==> config.mk <==
export PLATFORM = sky130hd
export DESIGN_NAME = mag2_sqrt_feeder
export DESIGN_NICKNAME = d
export VERILOG_FILES = /design/src/rtl/mag2_sqrt_feeder.sv
export SDC_FILE = /design/constraint.sdc
export NUM_CORES = 1
export LEC_CHECK = 0
export ABC_AREA = 1
export CAP_MARGIN = 20
export CORE_MARGIN = 1
export CORE_UTILIZATION = 58
export DETAILED_ROUTE_END_ITERATION = 8
export DONT_BUFFER_PORTS = 1
export PLACE_DENSITY = 0.84
export REMOVE_ABC_BUFFERS = 1
export SLEW_MARGIN = 20
export SYNTH_ARGS = -nofsm -noshare
export SYNTH_HDL_FRONTEND = slang
export SYNTH_SLANG_ARGS = --single-unit
==> constraint.sdc <==
create_clock -name clk -period 4.1 [get_ports clk]
set_input_delay 0.82 -clock clk [delete_from_list [all_inputs] [get_ports clk]]
set_output_delay 0.82 -clock clk [all_outputs]
set_load 0.005 [all_outputs]
==> src/rtl/mag2_sqrt_feeder.sv <==
// mag2_sqrt_feeder
// Squared-magnitude front end for the iterative square-root unit. Each complex
// sample (re, im) is turned into re^2 + im^2 by a 3-stage pipeline, buffered in
// a FIFO, and handed to the square-root unit one value at a time using its
// din_valid/busy handshake.
//
// Ports
//   clk            system clock
//   rst            synchronous active-high reset
//   din_re/din_im  signed sample, DIN_POINT fractional bits
//   din_valid      qualifies din_re/din_im, any duty cycle
//   sqrt_busy      busy from the square-root unit
//   sqrt_din       squared magnitude, 2*DIN_POINT fractional bits, held until next issue
//   sqrt_din_valid one-cycle issue strobe
//   fifo_count     FIFO occupancy
//   overflow       sticky, set on the first dropped sample
//   drop_count     saturating count of dropped samples
module mag2_sqrt_feeder #(
  parameter int unsigned DIN_WIDTH  = 8,
  parameter int unsigned DIN_POINT  = 6,
  parameter int unsigned DOUT_WIDTH = 2 * DIN_WIDTH,
  parameter int unsigned FIFO_DEPTH = 16,
  parameter int unsigned DROP_WIDTH = 16
) (
  input  logic                          clk,
  input  logic                          rst,
  input  logic signed [DIN_WIDTH-1:0]   din_re,
  input  logic signed [DIN_WIDTH-1:0]   din_im,
  input  logic                          din_valid,
  input  logic                          sqrt_busy,
  output logic [DOUT_WIDTH-1:0]         sqrt_din,
  output logic                          sqrt_din_valid,
  output logic [$clog2(FIFO_DEPTH):0]   fifo_count,
  output logic                          overflow,
  output logic [DROP_WIDTH-1:0]         drop_count
);

  localparam int unsigned PW   = 2 * DIN_WIDTH;
  localparam int unsigned AW   = $clog2(FIFO_DEPTH);
  localparam int unsigned CntW = AW + 1;

  typedef enum logic [1:0] {StIdle, StIssue, StWait} state_e;

  // Pipeline
  logic signed [DIN_WIDTH-1:0] re1_q, im1_q;
  logic                        v1_q, v2_q, v3_q;
  logic signed [PW-1:0]        re_ext, im_ext;
  logic signed [PW-1:0]        prr_d, pii_d, prr_q, pii_q;
  logic [DOUT_WIDTH-1:0]       sum_d, sum_q;

  // FIFO
  logic [DOUT_WIDTH-1:0] mem_q [FIFO_DEPTH];
  logic [AW-1:0]         wr_ptr_q, rd_ptr_q;
  logic [CntW-1:0]       count_q, count_d;
  logic                  full, empty, wr_en, pop, drop;

  // Issue control
  state_e                state_q;
  logic                  wait_first_q;
  logic                  issue_ok;
  logic [DOUT_WIDTH-1:0] sqrt_din_q;
  logic                  sqrt_din_valid_q;
  logic                  overflow_q;
  logic [DROP_WIDTH-1:0] drop_count_q;

  always_comb begin
    re_ext = {{DIN_WIDTH{re1_q[DIN_WIDTH-1]}}, re1_q};
    im_ext = {{DIN_WIDTH{im1_q[DIN_WIDTH-1]}}, im1_q};
    prr_d  = re_ext * re_ext;
    pii_d  = im_ext * im_ext;
    // Both squares are non-negative and their sum tops out at 2^(PW-1), so the
    // unsigned sum fits without overflow.
    sum_d  = DOUT_WIDTH'($unsigned(prr_q)) + DOUT_WIDTH'($unsigned(pii_q));
  end

  always_comb begin
    full     = (count_q == CntW'(FIFO_DEPTH));
    empty    = (count_q == '0);
    // The first WAIT cycle ignores busy: the root unit's busy is registered and
    // still reads low right after it captured the value.
    issue_ok = (state_q == StIdle) || ((state_q == StWait) && !wait_first_q);
    pop      = issue_ok && !empty && !sqrt_busy;
    // A pop in the same cycle frees a slot, so a write at full is still taken.
    wr_en    = v3_q && (!full || pop);
    drop     = v3_q && full && !pop;
    count_d  = count_q + CntW'(wr_en) - CntW'(pop);
  end

  // Storage has no reset; pointers and count define the contents.
  always_ff @(posedge clk) begin
    if (wr_en) begin
      mem_q[wr_ptr_q] <= sum_q;
    end
  end

  always_ff @(posedge clk) begin
    if (rst) begin
      re1_q            <= '0;
      im1_q            <= '0;
      v1_q             <= 1'b0;
      v2_q             <= 1'b0;
      v3_q             <= 1'b0;
      prr_q            <= '0;
      pii_q            <= '0;
      sum_q            <= '0;
      wr_ptr_q         <= '0;
      rd_ptr_q         <= '0;
      count_q          <= '0;
      overflow_q       <= 1'b0;
      drop_count_q     <= '0;
      state_q          <= StIdle;
      wait_first_q     <= 1'b0;
      sqrt_din_q       <= '0;
      sqrt_din_valid_q <= 1'b0;
    end else begin
      re1_q   <= din_re;
      im1_q   <= din_im;
      v1_q    <= din_valid;
      prr_q   <= prr_d;
      pii_q   <= pii_d;
      v2_q    <= v1_q;
      sum_q   <= sum_d;
      v3_q    <= v2_q;

      count_q <= count_d;
      if (wr_en) begin
        wr_ptr_q <= wr_ptr_q + AW'(1);
      end
      if (pop) begin
        rd_ptr_q   <= rd_ptr_q + AW'(1);
        sqrt_din_q <= mem_q[rd_ptr_q];
      end
      if (drop) begin
        overflow_q <= 1'b1;
        if (drop_count_q != '1) begin
          drop_count_q <= drop_count_q + DROP_WIDTH'(1);
        end
      end

      sqrt_din_valid_q <= pop;
      unique case (state_q)
        StIdle: begin
          if (pop) begin
            state_q <= StIssue;
          end
        end
        StIssue: begin
          state_q      <= StWait;
          wait_first_q <= 1'b1;
        end
        StWait: begin
          wait_first_q <= 1'b0;
          // Once busy is low again, go straight to the next issue if data waits.
          if (!wait_first_q && !sqrt_busy) begin
            state_q <= pop ? StIssue : StIdle;
          end
        end
        default: state_q <= StIdle;
      endcase
    end
  end

  assign sqrt_din       = sqrt_din_q;
  assign sqrt_din_valid = sqrt_din_valid_q;
  assign fifo_count     = count_q;
  assign overflow       = overflow_q;
  assign drop_count     = drop_count_q;

endmodule

==> results of run 1 <==
==> layout make-up <==
type                       count  share of cell area
timing repair buffer          38             0.01382
clock inverter                19             0.01161
clock buffer                  52             0.04865
inverter                     334             0.05680
sequential                   371              0.4533
multi-input combinational   1491              0.3905
tap                          448             0.02537
==> Yosys cell counts (all sizes together) <==
master | n | area share
o21ai | 47 | 0.012
clkbuf | 43 | 0.0080
nand3 | 175 | 0.044
ha | 87 | 0.054
nor3b | 1 | 0.00037
xnor2 | 10 | 0.0044
nand4 | 7 | 0.0022
nand3b | 2 | 0.00075
a21oi | 69 | 0.018
buf | 48 | 0.012
and2 | 1 | 0.00031
o21bai | 12 | 0.0045
and3 | 1 | 0.00031
a21o | 5 | 0.0019
a21boi | 3 | 0.0011
clkinv | 1 | 0.00019
edfxtp | 256 | 0.38
o21a | 2 | 0.00075
or2 | 6 | 0.0019
inv | 333 | 0.062
nor3 | 5 | 0.0012
xor2 | 19 | 0.0083
nor2 | 223 | 0.043
dfxtp | 115 | 0.11
o31ai | 1 | 0.00037
nand2 | 731 | 0.14
fa | 84 | 0.084
==> worst paths after layout <==
| kind | slack, ps | startpoint | cells after the start | to |
|---|---|---|---|---|
| worst max-delay path | 170 | im1_q[7] | 15 | pii_q[10] |
| worst min-delay path | 350 | rst | 1 | im1_q[5] |
| worst min register to register | 410 | v2_q | 2 | v3_q |
| worst max register to register | 170 | im1_q[7] | 15 | pii_q[10] |
==> metrics by stage <==
step,setup WS [ps],std cells,utilization,area [µm²]
after floorplan,-542.3,2196,-,19660
after global placement,65.82,2681,0.6085,20560
after detailed placement,26.62,2681,0.6085,20560
after CTS,13.91,2752,0.6479,21890
after global routing,-1.156,2753,0.6539,22090
final,168.7,2753,0.6539,22090
==> flip-flops by register name, summed over array words and instances (netlist names), 2 cells and up <==
register / flops
mem_q: 256
pii_q: 15
state_q: 2
im1_q: 8
fifo_count: 5
rd_ptr_q: 4
drop_count: 16
re1_q: 8
prr_q: 15
sum_q: 16
wr_ptr_q: 4
sqrt_din: 16
==> worst reg2reg max path: cells and delay by family, from the launching register on <==
kind / cells / cell delay [ps]
flops: 1 / 390
simple gates: 2 / 290
fa+ha+maj: 5 / 2070
compound gates: 4 / 680
buf+inv: 3 / 270
xor+xnor: 1 / 180
==> cells by family after synthesis <==
| group | Yosys count |
|---|---|
| buffers and inverters | 425 |
| adders and majority gates | 171 |
| AOI/OAI and AO/OA | 139 |
| and+or+nand+nor | 1152 |
| DFF | 371 |
| xor gates and xnor gates | 29 |
==> layout by cell type, fill, tap and decap left out, types with 10 or more instances in the layout <==
cell type and instances:
nand2_1 726, inv_1 327, edfxtp_1 256, nor2_1 197, nand3_1 174, dfxtp_1 102, fa_1 80, ha_1 78
a21oi_1 62, o21ai_0 41, clkbuf_16 39, buf_4 36, nor2_2 24, xor2_1 18, o21bai_1 11, xnor2_1 10
dfxtp_2 10
==> where the power goes <==
group	internal (mW)	switching, mW
Sequential	4.40	0.371
Combinational	1.05	2.06
Clock	2.18	1.49
==> per-layer routing <==
layer  vias up  GRT usage  part of all wire
li1       7170          -                 -
met3       110    0.03706             0.065
met5         -          0                 0
met4         0     0.1048             0.034
met1      7079     0.3239              0.39
met2       575     0.4644              0.51
==> what timing repair did <==
action | in CTS | in global routing
hold buffers | 0 | 0
resized for setup | 0 | 47
setup endpoints to repair | 0 | 15
buffers inserted | 0 | 0
endpoints found under the hold margin | 0 | 0
==> results.md, run 1 <==
- Mapped Area: around 20,000 µm²
- Post-synthesis xor/xnor area fraction: 0.01266
- WL final: 45.50 mm
- H-tree levels: 2
- Clock Skew: ~21 ps
- Yosys reg bits: 371
- Synthesis Warnings: 0
- TritonRoute pass-1 iters: 5
- Critical path cell sequence: buf_4, nand2_1, xor2_2, ha_1, fa_1, fa_1, inv_1, fa_1, inv_1, ha_4, a21oi_1, nand2_1, a21oi_1, o21ai_0, a21oi_1
- Hold Crit Class: in -> reg
- Synth unique cells: 37
- Total track usage: 0.2629
- CP max FO: 8
- Area of the multi-input gates: 8627 µm²
- CP Launch Type: flop
- Clock sink total: ~370
- Cells after Synth: 2,287
- Detailed placement HPWL: ~28 mm
- TritonCTS Buffers: 39
- IO Port Bufs: 0
- Die area: 35,340 µm²
- Seq. cell area: 10,010 µm²
- Max IR drop VDD: 0.4181 mV
- Final Hold Vio Count: 0
- Clk pin slew, worst setup/hold paths: 60 ps
- WL/cell: 16.53 µm
- Worst EP arrival: 4390 ps
- Initial antenna violation count: 0
- Cell Pwr Density: 522.8 nW/µm²
- Simple-gate share of the synthesized area: 0.2309
- Leak pwr: 10.17 nW
- Fmax: 254.4 MHz
- Largest net degree at the start of global routing: 107
- Syn_area_per_cell: 8.773 µm²
- Vias in the first global route: 14,970
- Fin. max-slew vios: 0
- First-pass GRT wire length: 73.94 mm
- Maxcap violations: 0
- Buf+Inv Stages, Crit Path: 3
- Die height: 188.0 µm
- Root buf cell: clkbuf_16
- DR vias/cell: 5.425
- Drt drc: 0
- Final worst path period share: 0.9589
- Largest family of logic cells by synthesized area: simple AND/OR/NAND/NOR gates
- Final setup fails: 0
- Compound-Gate Fraction of Synth Area: 0.03791
- CP top delay family: adder cells
- CTS tree: yes
- Status: complete, no violations
- Measured slew at the worst slew-check pin: 1003 ps
- Mux cell area share after synthesis: 0
- Die X: 188.0 µm
- Fraction of layout cells with a size suffix above 1: 0.07766
- 1st-iter DRT viols: 1,569
- Hold Worst Slack: 351.7 ps
- Ant. Diodes: 0
- Total gr overflow: 0
- Crit end category: flop
- Slowest stage cell, crit path: fa_1
- Routed Antenna Nets: 0
- Relative slew slack: 0.3313
- Clk buf depth: 3
- Area grow syn2layout: 10.11%
- GPL Wtd Cong: 0.8923
- Critical path's largest stage delay: 540 ps
- Setup TNS Final: 0 ps
- Clock Latency Late Sink: 550 ps
- Num rows: 67
- Synth Area in Adders: 0.1381
- Seq/Total Area, Yosys: 0.4979
- Period minus WS final: 3931 ps
- Tot Pwr: 11.55 mW
- Core Box Area: about 34,000 µm²
- Final-layout fill cell count: 2,558
- # nets final: 2,466
- I/O pin count: 59
- Initial core utilization: 0.5939
- Vias after detailed routing: 14,930
- Worst EP required: 4560 ps
- Worst setup path class: reg -> reg
No activity file was read; power rests on OpenSTA's default activity.
==> run 2, diff against run 1 <==
==> constraint.sdc (replaced) <==
create_clock -name clk -period 4.1 [get_ports clk]
set_input_delay 0.205 -clock clk [delete_from_list [all_inputs] [get_ports clk]]
set_output_delay 0.205 -clock clk [all_outputs]
set_load 0.005 [all_outputs]
==> run 2 against run 1 <==
  * Die area did not move
  * Critical path type unchanged
  * Register-to-register slack improved by 20 ps
  * Largest power group unchanged
  * Utilization rose by 0.74 points
==> results.md, run 2 (synthesized netlist as in run 1, its figures left out) <==
- Final setup fails: 0 (unchanged)
- Clk buf depth: 3 (unchanged)
- I/O pin count: 59 (unchanged)
- Clock Latency Late Sink: 550 ps (about the same)
- Most common cell after layout, fill and taps aside: nand2_1
- Buf+Inv Stages, Crit Path: 2 (-1)
- Routed Antenna Nets: 0 (unchanged)
- Slowest stage cell, crit path: fa_1
- Vias after detailed routing: 15,240 (+2.1%)
- Root buf cell: clkbuf_16
- Worst EP arrival: 4350 ps (-40 ps)
- Seq. cell area: 10,020 µm² (about the same)
- Final core occ: 0.6614 (+0.007444)
- Pre-CTS WS: 52.05 ps (+25.43 ps)
- Worst EP required: 4540 ps (-20 ps)
- TritonCTS Buffers: 39 (unchanged)
- Detailed placement HPWL: 28.93 mm (+2.3%)
- Clock sink total: 371 (unchanged)
- First-pass GRT wire length: 75.04 mm (+1.5%)
- WL/cell: 17.00 µm (+2.9%)
- # nets final: 2,488 (+0.89%)
- CP top delay family: adder cells
- Crit end category: flop
- Initial core utilization: 0.5939 (unchanged)
- Worst Setup SP: re1_q[7]
- Vias in the first global route: 15,280 (+2.1%)
- Commonest cells after routing, fill and taps aside: nand2_1, inv_1, edfxtp_1
- Core Box Area: 33,780 µm² (unchanged)
- Hold Crit Class: in -> reg
- Period minus WS final: 3911 ps (-20.28 ps)
- CP max FO: 7 (-1)
- Num rows: 67 (unchanged)
- Cell Pwr Density: 519.5 nW/µm² (-0.63%)
- Fmax: 255.7 MHz (+0.52%)
- Final worst path period share: 0.9539 (-0.004947)
- Leak pwr: 10.28 nW (+1.0%)
- Measured slew at the worst slew-check pin: 1091 ps (+88.45 ps)
- Worst setup path class: reg -> reg
- Critical path cell sequence: inv_2, or2_2, fa_1, fa_1, fa_1, inv_1, fa_1, ha_4, nand2_2, nor2_1, nand3_1, nand3_1, nand2_1, nand2_1, nor2_1
- Total track usage: 0.2679 (+0.005025)
- Drt drc: 0 (unchanged)
- WL final: 47.19 mm (+3.7%)
- Die height: 188.0 µm (unchanged)
- Status: complete, no violations
- TritonRoute pass-1 iters: 8 (+3)
- Area grow syn2layout: 11.36%
- Hold Worst Slack: 49.54 ps (-302.2 ps)
- Total gr overflow: 0 (unchanged)
- Largest net degree at the start of global routing: 97 (-9.3%)
- DR vias/cell: 5.490 (+1.2%)
- Clock Skew: 16.32 ps (-5.092 ps)
- Setup WS post-layout: 189.0 ps (+20.28 ps)
- Fin. max-slew vios: 0 (unchanged)
- H-tree levels: 2 (unchanged)
- Ant. Diodes: 0 (unchanged)
- CP dominant cell by count: fa_1
- Max IR drop VDD: 0.3493 mV (-16%)
- Top reg by flops: mem_q
- Tot Pwr: 11.61 mW (+0.50%)
- Placed inst area: 20,560 µm² (unchanged)
- Critical path's largest stage delay: 540 ps (about the same)
- Relative slew slack: 0.2715 (-0.05977)
- Area of the multi-input gates: 8641 µm² (+0.16%)
- Die X: 188.0 µm (unchanged)
- Initial antenna violation count: 0 (unchanged)
- Maxcap violations: 0 (unchanged)
- Final Hold Vio Count: 0 (unchanged)
- Die area: 35,340 µm² (unchanged)
- Min-delay src: rst
- GPL Wtd Cong: 0.8721 (-2.3%)
- Fraction of layout cells with a size suffix above 1: 0.08419 (+0.006535)
- Max reg flops: 256 (unchanged)
- Worst r2r src: re1_q[7]
- CTS tree: yes
- Design Area, Final: 22,340 µm² (+1.1%)
- 1st-iter DRT viols: 1,594 (+1.6%)
- IO Port Bufs: 0 (unchanged)
- Clk pin slew, worst setup/hold paths: 60 ps (about the same)
- Final-layout fill cell count: 2,525 (-1.3%)
- CP Launch Type: flop
[run 2: cell count changes in the layout (fill, tap and decap cells not counted), sizes merged]
cell,previous run,this run
clkinvlp,3,2
buf,38,43
dlygate4sd3,0,17
inv,335,336
clkinv,10,15
clkbuf,52,48
[run 2: through the flow]
| step | setup TNS [ps] | instances |
|---|---|---|
| finish | 0 | 2776 |
| detailed placement | 0 | 2681 |
| global placement | 0 | 2681 |
| CTS | 0 | 2771 |
| global route | -53.38 | 2776 |
| floorplan | -9386 | 2196 |
[run 2: area by class of cell]
cell class,instances,area share
Timing Repair Buffer,60,0.02352
Clock inverter,24,0.01294
Clock buffer,48,0.04698
Tap cell,448,0.02509
Sequential cell,371,0.4486
Multi-Input combinational cell,1491,0.3867
Inverter,334,0.05617
[run 2: metal layers]
metal  up-vias  part of all wire  track usage
met1      7195              0.38       0.3308
met5         -                 0            0
li1       7213                 -            -
met2       691              0.50       0.4723
met3       142             0.085      0.03856
met4         0             0.036       0.1060
[run 2: worst paths after layout]
check              endpoint  slack (ps)  cells after the start
setup / recovery  prr_q[13]         190                     15
hold / removal     im1_q[4]          50                      2
setup reg to reg  prr_q[13]         190                     15
hold reg to reg        v3_q         420                      2
[run 2: what timing repair did]
action	in CTS	in global routing
hold buffers	18	0
endpoints found under the setup margin	0	16
hold endpoints to repair	72	0
buffers inserted	0	5
resized for setup	0	58
[run 2: power breakdown]
part / switching, mW / internal [mW] / leakage (nW)
registers: 0.342 / 4.40 / 3.30
clock network: 1.51 / 2.17 / 0.661
logic: 2.13 / 1.07 / 6.32
total: 3.98 / 7.63 / 10.3
